==> src/rtl/apb_timer.sv <==
`default_nettype none
// ============================================================================
// Module   : apb_timer
// Purpose  : APB slave timer. It holds a prescaled 64-bit free-running
//            counter, a 64-bit compare with optional auto-reload, and a level
//            interrupt.
// Ports    : clk_i, rst_i (async, active-high)
//            psel_i/penable_i/pwrite_i/paddr_i/pwdata_i : APB request
//            prdata_o/pready_o/pslverr_o                : APB response
//            irq_o                                      : timer interrupt
// Registers: 0 CTRL {autoreload, irq_en, en}, 1 PRESCALE, 2 COUNT_LO,
//            3 COUNT_HI, 4 CMP_LO, 5 CMP_HI, 6 STATUS (W1C pending),
//            7 unmapped (slave error)
// Option   : APB_TIMER_SNAPSHOT_EN - a COUNT_LO read latches count[63:32]
//            into a shadow register, and COUNT_HI reads return that shadow.
// Revision : 1.0 - initial release
// ============================================================================
module apb_timer #(
    parameter int ADDR_WIDTH     = 32,
    parameter int PRESCALE_WIDTH = 16
) (
    input  logic                  clk_i,
    input  logic                  rst_i,
    input  logic                  psel_i,
    input  logic                  penable_i,
    input  logic                  pwrite_i,
    input  logic [ADDR_WIDTH-1:0] paddr_i,
    input  logic [31:0]           pwdata_i,
    output logic [31:0]           prdata_o,
    output logic                  pready_o,
    output logic                  pslverr_o,
    output logic                  irq_o
);

    typedef enum logic [1:0] {
        ST_IDLE = 2'd0,
        ST_WAIT = 2'd1,
        ST_RESP = 2'd2
    } state_t;

    state_t r_state;
    state_t w_state_next;

    logic [2:0]                r_idx;
    logic                      r_write;
    logic [31:0]               r_wdata;
    logic [31:0]               r_prdata;
    logic                      r_pslverr;
    logic                      r_en;
    logic                      r_irq_en;
    logic                      r_autoreload;
    logic [PRESCALE_WIDTH-1:0] r_prescale;
    logic [PRESCALE_WIDTH-1:0] r_psc_cnt;
    logic [63:0]               r_count;
    logic [63:0]               r_cmp;
    logic                      r_pending;
    logic                      r_irq;

    logic        w_apply;
    logic        w_wr;
    logic        w_tick;
    logic        w_match;
    logic [63:0] w_count_next;
    logic [31:0] w_rdata;
    logic [31:0] w_count_hi_rd;

    // Only the register index is decoded; the other address bits are ignored.
    logic w_unused_addr;
    assign w_unused_addr = ^{paddr_i[ADDR_WIDTH-1:5], paddr_i[1:0]};

    // ------------------------------------------------------------------------
    // APB handshake: IDLE captures the request, WAIT applies it, RESP
    // reports completion for exactly one cycle.
    // ------------------------------------------------------------------------
    always_ff @(posedge clk_i or posedge rst_i) begin
        if (rst_i) begin
            r_state <= ST_IDLE;
        end else begin
            r_state <= w_state_next;
        end
    end

    always_comb begin
        w_state_next = r_state;
        case (r_state)
            ST_IDLE: if (psel_i && penable_i) w_state_next = ST_WAIT;
            ST_WAIT: w_state_next = ST_RESP;
            ST_RESP: w_state_next = ST_IDLE;
            default: w_state_next = ST_IDLE;
        endcase
    end

    always_ff @(posedge clk_i or posedge rst_i) begin
        if (rst_i) begin
            r_idx   <= 3'd0;
            r_write <= 1'b0;
            r_wdata <= 32'd0;
        end else if (r_state == ST_IDLE && psel_i && penable_i) begin
            r_idx   <= paddr_i[4:2];
            r_write <= pwrite_i;
            r_wdata <= pwdata_i;
        end
    end

    // The transfer is applied in WAIT even if psel_i has dropped.
    assign w_apply  = (r_state == ST_WAIT);
    assign w_wr     = w_apply && r_write;
    assign pready_o = (r_state == ST_RESP);
    assign prdata_o  = r_prdata;
    assign pslverr_o = r_pslverr;
    assign irq_o     = r_irq;

`ifdef APB_TIMER_SNAPSHOT_EN
    logic [31:0] r_shadow_hi;

    always_ff @(posedge clk_i or posedge rst_i) begin
        if (rst_i) begin
            r_shadow_hi <= 32'd0;
        end else if (w_apply && !r_write && r_idx == 3'd2) begin
            r_shadow_hi <= r_count[63:32];
        end
    end

    assign w_count_hi_rd = r_shadow_hi;
`else
    assign w_count_hi_rd = r_count[63:32];
`endif

    always_comb begin
        w_rdata = 32'd0;
        case (r_idx)
            3'd0:    w_rdata = {29'd0, r_autoreload, r_irq_en, r_en};
            3'd1:    w_rdata = 32'(r_prescale);
            3'd2:    w_rdata = r_count[31:0];
            3'd3:    w_rdata = w_count_hi_rd;
            3'd4:    w_rdata = r_cmp[31:0];
            3'd5:    w_rdata = r_cmp[63:32];
            3'd6:    w_rdata = {31'd0, r_pending};
            default: w_rdata = 32'd0;
        endcase
    end

    always_ff @(posedge clk_i or posedge rst_i) begin
        if (rst_i) begin
            r_prdata  <= 32'd0;
            r_pslverr <= 1'b0;
        end else if (w_apply) begin
            r_prdata  <= r_write ? 32'd0 : w_rdata;
            r_pslverr <= (r_idx == 3'd7);
        end else if (r_state == ST_RESP) begin
            r_pslverr <= 1'b0;
        end
    end

    // ------------------------------------------------------------------------
    // Configuration registers
    // ------------------------------------------------------------------------
    always_ff @(posedge clk_i or posedge rst_i) begin
        if (rst_i) begin
            r_en         <= 1'b0;
            r_irq_en     <= 1'b0;
            r_autoreload <= 1'b0;
            r_prescale   <= '0;
            r_cmp        <= 64'd0;
        end else if (w_wr) begin
            case (r_idx)
                3'd0: begin
                    r_en         <= r_wdata[0];
                    r_irq_en     <= r_wdata[1];
                    r_autoreload <= r_wdata[2];
                end
                3'd1:    r_prescale    <= r_wdata[PRESCALE_WIDTH-1:0];
                3'd4:    r_cmp[31:0]   <= r_wdata;
                3'd5:    r_cmp[63:32]  <= r_wdata;
                default: ;
            endcase
        end
    end

    // ------------------------------------------------------------------------
    // Prescaler, counter, and match
    // ------------------------------------------------------------------------
    assign w_tick  = r_en && (r_psc_cnt == r_prescale);
    assign w_match = w_tick && (r_count == r_cmp);

    always_ff @(posedge clk_i or posedge rst_i) begin
        if (rst_i) begin
            r_psc_cnt <= '0;
        end else if (w_wr && (r_idx == 3'd0 || r_idx == 3'd1)) begin
            r_psc_cnt <= '0;
        end else if (r_en) begin
            r_psc_cnt <= w_tick ? '0 : r_psc_cnt + 1'b1;
        end
    end

    // A software write to either half wins over a same-cycle tick. The
    // other half keeps its pre-tick value, and the increment is lost.
    always_comb begin
        w_count_next = r_count;
        if (w_tick) begin
            w_count_next = (w_match && r_autoreload) ? 64'd0 : r_count + 64'd1;
        end
        if (w_wr && r_idx == 3'd2) begin
            w_count_next = {r_count[63:32], r_wdata};
        end else if (w_wr && r_idx == 3'd3) begin
            w_count_next = {r_wdata, r_count[31:0]};
        end
    end

    always_ff @(posedge clk_i or posedge rst_i) begin
        if (rst_i) begin
            r_count <= 64'd0;
        end else begin
            r_count <= w_count_next;
        end
    end

    // If a new match and a W1C arrive in the same cycle, the set wins.
    always_ff @(posedge clk_i or posedge rst_i) begin
        if (rst_i) begin
            r_pending <= 1'b0;
            r_irq     <= 1'b0;
        end else begin
            if (w_match) begin
                r_pending <= 1'b1;
            end else if (w_wr && r_idx == 3'd6 && r_wdata[0]) begin
                r_pending <= 1'b0;
            end
            r_irq <= r_pending && r_irq_en;
        end
    end

endmodule
`default_nettype wire

==> config.mk <==
export PLATFORM = sky130hd
export DESIGN_NAME = apb_timer
export DESIGN_NICKNAME = d
export VERILOG_FILES = /design/src/rtl/apb_timer.sv
export SDC_FILE = /design/constraint.sdc
export NUM_CORES = 1
export LEC_CHECK = 0
export BUFFER_PORTS_ARGS = -buffer_cell sky130_fd_sc_hd__buf_2
export CORE_MARGIN = 1
export CORE_UTILIZATION = 45
export DETAILED_ROUTE_END_ITERATION = 10
export PLACE_DENSITY = 0.6
export SLEW_MARGIN = 20
export SYNTH_ARGS = -nofsm -noshare
export SYNTH_HDL_FRONTEND = slang
export SYNTH_SLANG_ARGS = --single-unit
export TNS_END_PERCENT = 20
==> constraint.sdc <==
create_clock -name clk_i -period 8.31 [get_ports clk_i]
set_clock_uncertainty 0.1 [all_clocks]
set_input_delay 0.831 -clock clk_i [delete_from_list [all_inputs] [get_ports clk_i]]
set_output_delay 0.831 -clock clk_i [all_outputs]
set_load 0.05 [all_outputs]
# Word-level counts from Yosys, hierarchy flattened
# Cells that the tools add are included.
# W data, S select, Z words.
# totals
reg_bits	236
wordCells	75
# classes
add_sub_neg	2
eq_ne	13
mux	15
bitwise	1
n_reduce_logical	27
# ops
operator	count
$pmux W32 S7	1
$mux W64	3
$add A64 B1 Y64 const B	1
$eq A64 B64 Y1	1
$mux W32	2
$mux W16	3
$add A16 B1 Y16 const B	1
$eq A16 B16 Y1	1
$logic_and A1 B1 Y1	13
$eq A3 B3 Y1 const B	4
$reduce_and A2 Y1	6
$reduce_bool A2 Y1	5
$eq A3 B2 Y1 const B	2
$mux W1	4
$ne A2 B2 Y1 const B	2
$pmux W2 S2	1
$eq A3 B1 Y1 const B	1
$logic_not A3 Y1	1
$eq A2 B1 Y1 const B	1
$eq A2 B2 Y1 const B	1
$logic_not A2 Y1	1
$mux W2	1
$logic_or A1 B1 Y1	1
$not A1 Y1	1

# Depth between registers and ports, before layout
# Gate-level depths: netlist of run 1.
# logic_depth
depth_word	8
mapped_depth	11
depth_no_buf	9

# Least setup slack after synthesis of run 1
# OpenSTA, ideal clock, no wires.
# synth_timing
path_kind	register to register
from	register r_count[0]
to	register r_count[44]
setup_ns	0.101
t_arrival_ns	2.343
t_required_ns	8.109
setup_slack_ns	5.766
stages_incl_launch_ff	10
n_path_buf	1
period_less_slack_ns	2.544
path_cell_list	dfrtp_1 ha_1 nand3_2 nor3_2 and2_0 buf_4 nand2_1 or4_1 nand4b_4 o311ai_2
# synth_between
elab_chain_len	6
elab_cells_between_ends	7
classes_between	add/sub: 1; eq/ne: 1; mux: 3; reduce/logical: 2
# synth_lines
element	line_no	source
start, declared	54	logic [63:0] r_count;
start signal, assigned	214	r_count <= w_count_next;
branches (longest 3 deep; another with $add A64 B1 Y64)	--	
$mux W64 *	201	w_count_next = (w_match && r_autoreload) ? 64'd0 : r_count + 64'd1;
$mux W64 *	200	if (w_tick) begin
$mux W64 *	205	end else if (w_wr && r_idx == 3'd3) begin
# Every way passes the cells marked *. The select of a mux whose other input is x is not followed.
# A chain may end at the register's enable or synchronous reset.

# Worst setup path in the final report of run 1
# layout_timing
from	register r_count[49]
to	register r_count[5]
# layout_between
elab_chain_len	7
# layout_lines
element	line_no	source
$eq A64 B64 Y1	184	assign w_match = w_tick && (r_count == r_cmp);
$logic_and A1 B1 Y1	184	
$logic_and A1 B1 Y1	201	
$mux W64	201	
$mux W64	200	
$mux W64	205	
$mux W32	203	if (w_wr && r_idx == 3'd2) begin
# No other way between the ends. The select of a mux whose other input is x is not followed.

==> impl_metrics.ini, run 1 <==
[status]
outcome = completed

[floorplan]
initial_core_util_pct = 45.9
io_pins = 104
die_w_um = 174
die-height_um = 174
fp-row-count = 62
core_um2 = 28900
die_area_um2 = 30100

[cts]
cts_tree = done
cts.htree.levels = 1
cts_hold_buf = 0
clk_path_buf_depth = 3
clk_latency_ns = 0.55
cts.reportedPaths.clkPinSlew_ns = 0.06
cts_buffers = 28
post_cts_resized = 0
cts_root_buf = clkbuf_16
clock-sinks = 236
postCtsSetupBuffers = 0

[global_route]
grt_pass1_vias = 10500
grt_max_degree = 106
track_usage_pct = 27.8
antenna_found_initial = 0
gr-total-overflow = 0
grt_pass1_wl_mm = 64.8

[layout]
fillers = 2696
regArea_um2 = 5910
nNetsFinal = 1407
drive_above_1_share_pct = 23.1
syn_to_final_growth_pct = 11.4
multiInputGateArea_um2 = 6670
fin_cells = 1737
n_antenna_cell = 0

[synth]
ys_seq_area_share_pct = 44.6
postSynthAreaPerCell_um2 = 10.0
ys_ff_latch = 236
synth-edff-count = 0
synth_nets = 1395
syn_area_um2 = 13300
synthArstFlopShare_pct = 100
synth_top_area_share_pct = 44.6
synth_area_leaders = dfrtp_1 45%, mux2_2 12%, xor2_1 5.2%
ys.flop_type = dfrtp_1
yosysTopAreaCell = dfrtp_1
synth-warning-count = 0
synth_cell_types = 72
synthCells = 1320

[worst_setup_path]
path_class = flop to flop
cp_data_arrival_time_ns = 4.76
cp.required_ns = 8.60
cp-startpoint = r_count[49]
crit-reg2reg-launch = r_count[49]
critPathCaptureType = flop
setup.worst_path.start_class = flop
crit_fanout = 68

[drt]
wl_per_cell_um = 24.1
vias_per_cell = 6.24
ant_nets = 0
num_vias = 10800
firstDrtPassIters = 6
drt_iter0_drc = 1072
drt-total-wl_mm = 41.8
drc = 0

[run]
drv_cap = 0

[timing]
finalHoldViolCount = 0
hold_slack_ns = 0.333
finalSetupTns_ns = 0
rsz0062_at_grt = false
worst_pin_slew_ns = 1.15
period_needed_ns = 4.47
slew_headroom_pct = 22.7
setup_viol = 0
fmax_mhz = 224
finalCritPeriodShare_pct = 53.8
finalMaxSlewViolations = 0
setup_slack_ns = 3.84

[place]
portBuffers = 74
dp.cells = 1686
place.gp.congestion = 0.945
dp_worst_setup_slack_ns = 3.97
hpwl_mm = 28.8

[power]
power_mw = 5.11
ir_worst_vdd_mv = 0.243
power.density_nw_per_um2 = 346
power_leakage_nw = 6.29

[min_path]
hold_class = input port to async pin
[flip-flops by register name (all words and copies together), names as in the netlist, 2 cells and up]
name	cells
r_wdata	32
r_idx	3
prdata_o	32
r_prescale	16
r_count	64
r_cmp	64
r_state	2
r_psc_cnt	16
[worst max-delay path, cell delays in order, from the launching register on]
cell and delay (ns):
dfrtp_1 0.44, xor2_1 0.24, nor4_1 0.61, nand4_1 0.26, nor4_4 0.58, nand3_4 0.81, nand3_1 1.00, o311ai_0 0.25
[cell usage after synthesis, types with 9 or more instances]
cell type  number
a21oi_1        14
a221oi_1       24
a22o_1         13
a22oi_1        56
a31oi_1        19
a32oi_1         9
and2_1         14
and3_1         30
buf_2          25
clkbuf_1       80
dfrtp_1       236
inv_1          57
mux2_2        142
nand2_1        95
nand3_1        49
nand4_1        46
nor2_1         65
nor3_1         11
nor4_1         34
o21ai_0        36
o22ai_1        27
o311ai_0       13
xnor2_1        15
xor2_1         78
[layer usage]
metal | share of wire [%] | vias up | global-route usage [%]
met5 | 0 | - | 0
met4 | 3.6 | 0 | 9.87
met3 | 6.0 | 85 | 3.51
met2 | 45 | 442 | 43.2
met1 | 45 | 5420 | 39.9
li1 | - | 4886 | -
[worst paths after layout]
| check | to | slack, ns | cells after the start |
|---|---|---|---|
| worst max-delay path | r_count[5] | 3.84 | 7 |
| worst min register to register | prdata_o[25] | 0.42 | 2 |
| worst min-delay path | r_irq_en | 0.33 | 2 |
| max in group asynchronous | r_cmp[47] | 6.34 | 3 |
| min in group clk_i | r_wdata[27] | 0.41 | 2 |
| worst max register to register | r_count[5] | 3.84 | 7 |
[placed cells by master (no fill, tap or decap), types with 7 or more instances in the layout]
| master | netlist | final |
|---|---|---|
| and4_1 | 7 | 7 |
| buf_4 | 3 | 24 |
| o22ai_1 | 27 | 27 |
| nor4_1 | 34 | 34 |
| nor3_1 | 11 | 10 |
| clkbuf_1 | 80 | 12 |
| or2_2 | 8 | 8 |
| inv_1 | 57 | 56 |
| buf_2 | 25 | 74 |
| and3_1 | 30 | 30 |
| mux2i_1 | 8 | 8 |
| nand3_1 | 49 | 48 |
| a22o_1 | 13 | 13 |
| a22oi_1 | 56 | 56 |
| mux2_2 | 142 | 142 |
| xor2_1 | 78 | 78 |
| a221oi_1 | 24 | 24 |
| o21ai_0 | 36 | 36 |
| a32oi_1 | 9 | 9 |
| nor2_1 | 65 | 62 |
| a21oi_1 | 14 | 14 |
| nand4_1 | 46 | 46 |
| a31oi_1 | 19 | 19 |
| xnor2_1 | 15 | 15 |
| dfrtp_1 | 236 | 235 |
| clkbuf_16 | 0 | 29 |
| o311ai_0 | 13 | 13 |
| o211ai_1 | 8 | 8 |
| and2_1 | 14 | 15 |
| nand2_1 | 95 | 95 |
| nor2b_1 | 8 | 7 |
[stage by stage]
step,cell area (µm²),util [%]
detailed placement,13800,48.0
floorplan,13300,-
finish,14800,51.2
global placement,13800,47.9
global route,14800,51.2
CTS,14800,51.2
[cell type report]
class                           instances  area share (%)
Tap cell                              384            3.25
Clock inverter                          8           0.847
Timing Repair Buffer                   99            3.81
Sequential cell                       236            40.0
Inverter                               57            1.50
Multi-Input combinational cell        910            45.2
Clock buffer                           43            5.41
[logic make-up after synthesis]
kind of cell,synth area share [%]
DFF,44.6
buffers and inverters,5.31
muxes,12.8
AOI/OAI and AO/OA,14.2
xor gates and xnor gates,6.15
and+or+nand+nor,16.4
adders and majority gates,0.566
[report_power, final]
group	switching [mW]	internal, mW	total, mW
sequential	0.518	1.51	2.03
combinational	1.10	0.725	1.83
clock	0.501	0.753	1.25
total	2.12	2.99	5.11
(Power assumes the default switching activity.)
==> inputs of run 2 (changes only) <==
--- a/config.mk
+++ b/config.mk
@@ -9,7 +9,7 @@
 export CORE_MARGIN = 1
 export CORE_UTILIZATION = 45
 export DETAILED_ROUTE_END_ITERATION = 10
-export PLACE_DENSITY = 0.6
+export PLACE_DENSITY = 0.62
 export SLEW_MARGIN = 20
 export SYNTH_ARGS = -nofsm -noshare
 export SYNTH_HDL_FRONTEND = slang
==> constraint.sdc (replaced) <==
create_clock -name clk_i -period 3.7 [get_ports clk_i]
set_clock_uncertainty 0.1 [all_clocks]
set_input_delay 0.37 -clock clk_i [delete_from_list [all_inputs] [get_ports clk_i]]
set_output_delay 0.37 -clock clk_i [all_outputs]
set_load 0.05 [all_outputs]
==> impl_metrics.ini, run 2 (synthesis results as in run 1) <==
[status]
outcome = completed

[global_route]
gr-total-overflow = 0
grt_pass1_vias = 10800
track_usage_pct = 28.1
grt_max_degree = 103
antenna_found_initial = 0
grt_pass1_wl_mm = 65.9

[place]
portBuffers = 74
dp_worst_setup_slack_ns = 0.517
dp.cells = 1705
placed_cell_area_um2 = 14000
place.gp.congestion = 0.960
hpwl_mm = 28.9

[worst_setup_path]
path_buf_inv = 1
path_class = flop to flop
max_stage_delay_ns = 0.65
critPathCaptureType = flop
setup.worst_path.start_class = flop
cp_top_family = simple AND/OR/NAND/NOR gates
cp.required_ns = 4.04
crit_chain = xor2_1, nor4_1, nand4_1, nor4_4, nand3_4, buf_4, a32o_1, a211o_1
cp_slowest_cell = nor4_1
cp_data_arrival_time_ns = 3.64
crit_fanout = 37

[run]
drv_cap = 0

[drt]
wl_per_cell_um = 23.5
ant_nets = 0
firstDrtPassIters = 6
drt_iter0_drc = 1077
drt-total-wl_mm = 42.1
drc = 0
num_vias = 11200
vias_per_cell = 6.27

[timing]
finalSetupTns_ns = 0
finalHoldViolCount = 0
rsz0062_at_grt = false
setup_viol = 0
slew_headroom_pct = 25.0
period_needed_ns = 3.30
setup_slack_ns = 0.399
fmax_mhz = 303
finalMaxSlewViolations = 0
hold_slack_ns = 0.162
finalCritPeriodShare_pct = 89.2
worst_pin_slew_ns = 1.12

[power]
power.density_nw_per_um2 = 770
p_clk_share_pct = 26.2
pwr-share-seq_pct = 38.2
ir_worst_vdd_mv = 0.510
switching_share_pct = 40.9
p_int_mw = 7.02
p_sw_mw = 4.86
power_leakage_nw = 6.60
p_comb_share_pct = 35.6
power_mw = 11.9

[layout]
fillers = 2629
stdcell_area_um2 = 15400
layout_commonest_cell = dfrtp_1
mostFrequentLayoutCells = 235 x dfrtp_1, 142 x mux2_2, 95 x nand2_1
fin_cells = 1792
fin_util_pct = 53.4
nNetsFinal = 1462
n_antenna_cell = 0
regArea_um2 = 5910
drive_above_1_share_pct = 24.3
syn_to_final_growth_pct = 16.3
multiInputGateArea_um2 = 6670
top_regs = r_cmp: 64 flops, r_count: 64 flops

[min_path]
hold_class = input port to async pin

[floorplan]
die_area_um2 = 30100
core_um2 = 28900
initial_core_util_pct = 45.9
die_w_um = 174
io_pins = 104
die-height_um = 174
fp-row-count = 62

[cts]
postCtsSetupBuffers = 0
cts.htree.levels = 1
cts_tree = done
clock-sinks = 236
clk_path_buf_depth = 3
cts.reportedPaths.clkPinSlew_ns = 0.07
cts_buffers = 27
clk_latency_ns = 0.56
cts_root_buf = clkbuf_16
==> run 2: cell types whose count changed in the layout (fill, tap and decap cells not counted), sizes merged <==
| cell | previous run | this run |
|---|---|---|
| buf | 99 | 118 |
| bufinv | 3 | 7 |
| clkbuf | 43 | 33 |
| clkinv | 4 | 5 |
| clkinvlp | 0 | 4 |
| dlygate4sd3 | 0 | 37 |
==> run 2: routing by layer <==
layer	part of all wire, %	wire, µm	up-vias	GRT usage [%]
met5	0	0	-	0
met3	7.8	3280	121	4.56
li1	-	-	5002	-
met2	45	19100	528	43.7
met1	43	17900	5578	39.2
met4	4.4	1830	0	11.3
==> run 2: power by group through the flow <==
stage               Clock, mW  Sequential [mW]  Combinational [mW]
finish                   3.11             4.54                4.23
global route             3.25             4.66                4.53
CTS                      3.14             4.51                4.20
detailed placement          0             4.55                4.15
global placement            0             4.52                4.09
floorplan                   0             4.42                2.71
==> run 2: path summary, 6_finish.rpt <==
kind                                 to  cells past startpoint    startpoint  slack (ns)
setup / recovery            r_count[61]                      8   r_count[44]        0.40
hold / removal               r_wdata[1]                      3         rst_i        0.16
setup reg to reg            r_count[61]                      8   r_count[44]        0.40
hold reg to reg            prdata_o[11]                      2  prdata_o[11]        0.42
max in group asynchronous   r_count[20]                      4         rst_i        2.53
min in group clk_i           r_state[1]                      3     penable_i        0.19
==> run 2: worst register-to-register path, cell delays in order, from the launching register on <==
cell and delay, ns:
dfrtp_1 0.51, xor2_1 0.25, nor4_1 0.65, nand4_1 0.24
nor4_4 0.40, nand3_4 0.15, buf_4 0.32, a32o_1 0.30
a211o_1 0.25
==> run 2: layout make-up <==
cell class	instances	share of cell area [%]
Timing Repair Buffer	155	7.19
Sequential cell	236	38.3
Tap cell	384	3.12
Clock inverter	17	1.86
Clock buffer	33	4.85
Inverter	57	1.41
Multi-Input combinational cell	910	43.3
==> run 2: what timing repair did <==
action	CTS	global route
hold buffers	37	0
resized for setup	0	0
hold endpoints to repair	123	0
endpoints found under the setup margin	0	0
==> inputs of run 3 (changes only) <==
--- a/config.mk
+++ b/config.mk
@@ -5,11 +5,11 @@
 export SDC_FILE = /design/constraint.sdc
 export NUM_CORES = 1
 export LEC_CHECK = 0
-export BUFFER_PORTS_ARGS = -buffer_cell sky130_fd_sc_hd__buf_2
 export CORE_MARGIN = 1
 export CORE_UTILIZATION = 45
 export DETAILED_ROUTE_END_ITERATION = 10
-export PLACE_DENSITY = 0.62
+export DONT_BUFFER_PORTS = 1
+export PLACE_DENSITY = 0.59
 export SLEW_MARGIN = 20
 export SYNTH_ARGS = -nofsm -noshare
 export SYNTH_HDL_FRONTEND = slang
==> impl_metrics.ini, run 3 (synthesis results as in run 1) <==
[status]
outcome = completed

[floorplan]
core_um2 = 28900
die-height_um = 174
initial_core_util_pct = 45.9
die_area_um2 = 30100
fp-row-count = 62
die_w_um = 174
io_pins = 104

[worst_setup_path]
path_buf_inv = 1
cp_slowest_cell = or4b_1
path_class = flop to flop
max_stage_delay_ns = 0.54
setup.worst_path.start_class = flop
crit_fanout = 18
critPathCaptureType = flop
cp_top_family = simple AND/OR/NAND/NOR gates
cp.required_ns = 3.98
crit_chain = xor2_1, or4b_1, nor3_2, and3_1, nor2_2, buf_4, a22oi_1, o311ai_0
cp_data_arrival_time_ns = 3.55

[place]
portBuffers = 0
place.gp.congestion = 0.971
placed_cell_area_um2 = 13700
hpwl_mm = 29.9
dp_worst_setup_slack_ns = 0.500

[power]
p_int_mw = 6.75
pwr-share-seq_pct = 43.1
ir_worst_vdd_mv = 0.453
p_comb_share_pct = 32.0
p_sw_mw = 4.81
power_leakage_nw = 6.29
switching_share_pct = 41.6
p_clk_share_pct = 25.0
power.density_nw_per_um2 = 767

[min_path]
hold_class = input port to flop

[timing]
fmax_mhz = 305
slew_headroom_pct = 35.6
finalCritPeriodShare_pct = 88.6
finalMaxSlewViolations = 0
period_needed_ns = 3.28
finalSetupTns_ns = 0
worst_pin_slew_ns = 0.956
finalHoldViolCount = 0
rsz0062_at_grt = false
setup_viol = 0
setup_slack_ns = 0.423

[cts]
postCtsSetupBuffers = 0
clk_latency_ns = 0.55
cts_root_buf = clkbuf_16
cts.htree.levels = 1
clk_path_buf_depth = 3
cts_hold_buf = 37
cts_buffers = 28
cts_tree = done
clock-sinks = 236
cts.reportedPaths.clkPinSlew_ns = 0.06
post_cts_resized = 0

[drt]
vias_per_cell = 6.28
drt-total-wl_mm = 42.7
firstDrtPassIters = 5
ant_nets = 0
wl_per_cell_um = 24.7
drt_iter0_drc = 1115
num_vias = 10900
drc = 0

[layout]
mostFrequentLayoutCells = 235 x dfrtp_1, 142 x mux2_2, 95 x nand2_1
drive_above_1_share_pct = 20.5
layout_commonest_cell = dfrtp_1
stdcell_area_um2 = 15100
top_regs = r_cmp: 64 flops, r_count: 64 flops
fin_util_pct = 52.2
nNetsFinal = 1400
n_antenna_cell = 0
syn_to_final_growth_pct = 13.6

[global_route]
grt_pass1_vias = 10600
grt_pass1_wl_mm = 66.6
grt_max_degree = 100
gr-total-overflow = 0
track_usage_pct = 28.6
antenna_found_initial = 0

[run]
drv_cap = 0
==> run 3: area by class of cell <==
type / instances / area, µm²
clock buffer: 41 / 830
clock inverter: 9 / 135
sequential: 236 / 5910
multi-input combinational: 910 / 6670
inverter: 57 / 218
timing repair buffer: 92 / 821
fill: 2703 / 13800
tap: 384 / 480
==> run 3: through the flow <==
stage / cells / hold slack (ns) / power, mW
after floorplan: 1320 / 0.370 / 7.13
after global placement: 1642 / 0.205 / 8.53
after detailed placement: 1642 / 0.216 / 8.62
after CTS: 1729 / 0.0591 / 11.6
after global routing: 1729 / 0.0953 / 12.1
final: 1729 / 0.0765 / 11.6
==> run 3: worst register-to-register path, delay by kind of cell (launching register included) <==
kind / cells / cell delay [ns]
AO/OA/AOI/OAI: 2 / 0.42
buffers and inverters: 1 / 0.30
XOR/XNOR: 1 / 0.20
flip-flops: 1 / 0.44
AND/OR/NAND/NOR: 4 / 1.63
==> run 3: metal layers <==
layer	vias to the layer above	wire (µm)	track usage (%)
li1	4891	-	-
met1	5406	18600	40.4
met2	472	19500	45.1
met3	87	3140	3.97
met4	0	1500	9.94
met5	-	0	0
==> run 3: worst paths after layout <==
path	slack, ns	start	to	depth (start not counted)
max in group asynchronous	2.32	rst_i	r_count[19]	3
worst min-delay path	0.08	penable_i	r_state[0]	2
worst min register to register	0.44	r_pending	r_pending	2
worst max-delay path	0.42	r_psc_cnt[3]	r_count[60]	8
worst max register to register	0.42	r_psc_cnt[3]	r_count[60]	8
min in group asynchronous	0.24	rst_i	r_wdata[1]	2
==> run 3: power by group through the flow <==
stage	combinational, mW	clock (mW)	sequential [mW]
6_report	3.70	2.88	4.98
5_1_grt	4.00	3.02	5.10
4_1_cts	3.67	2.94	4.95
3_5_place_dp	3.62	0	4.99
3_3_place_gp	3.57	0	4.96
2_1_floorplan	2.71	0	4.42
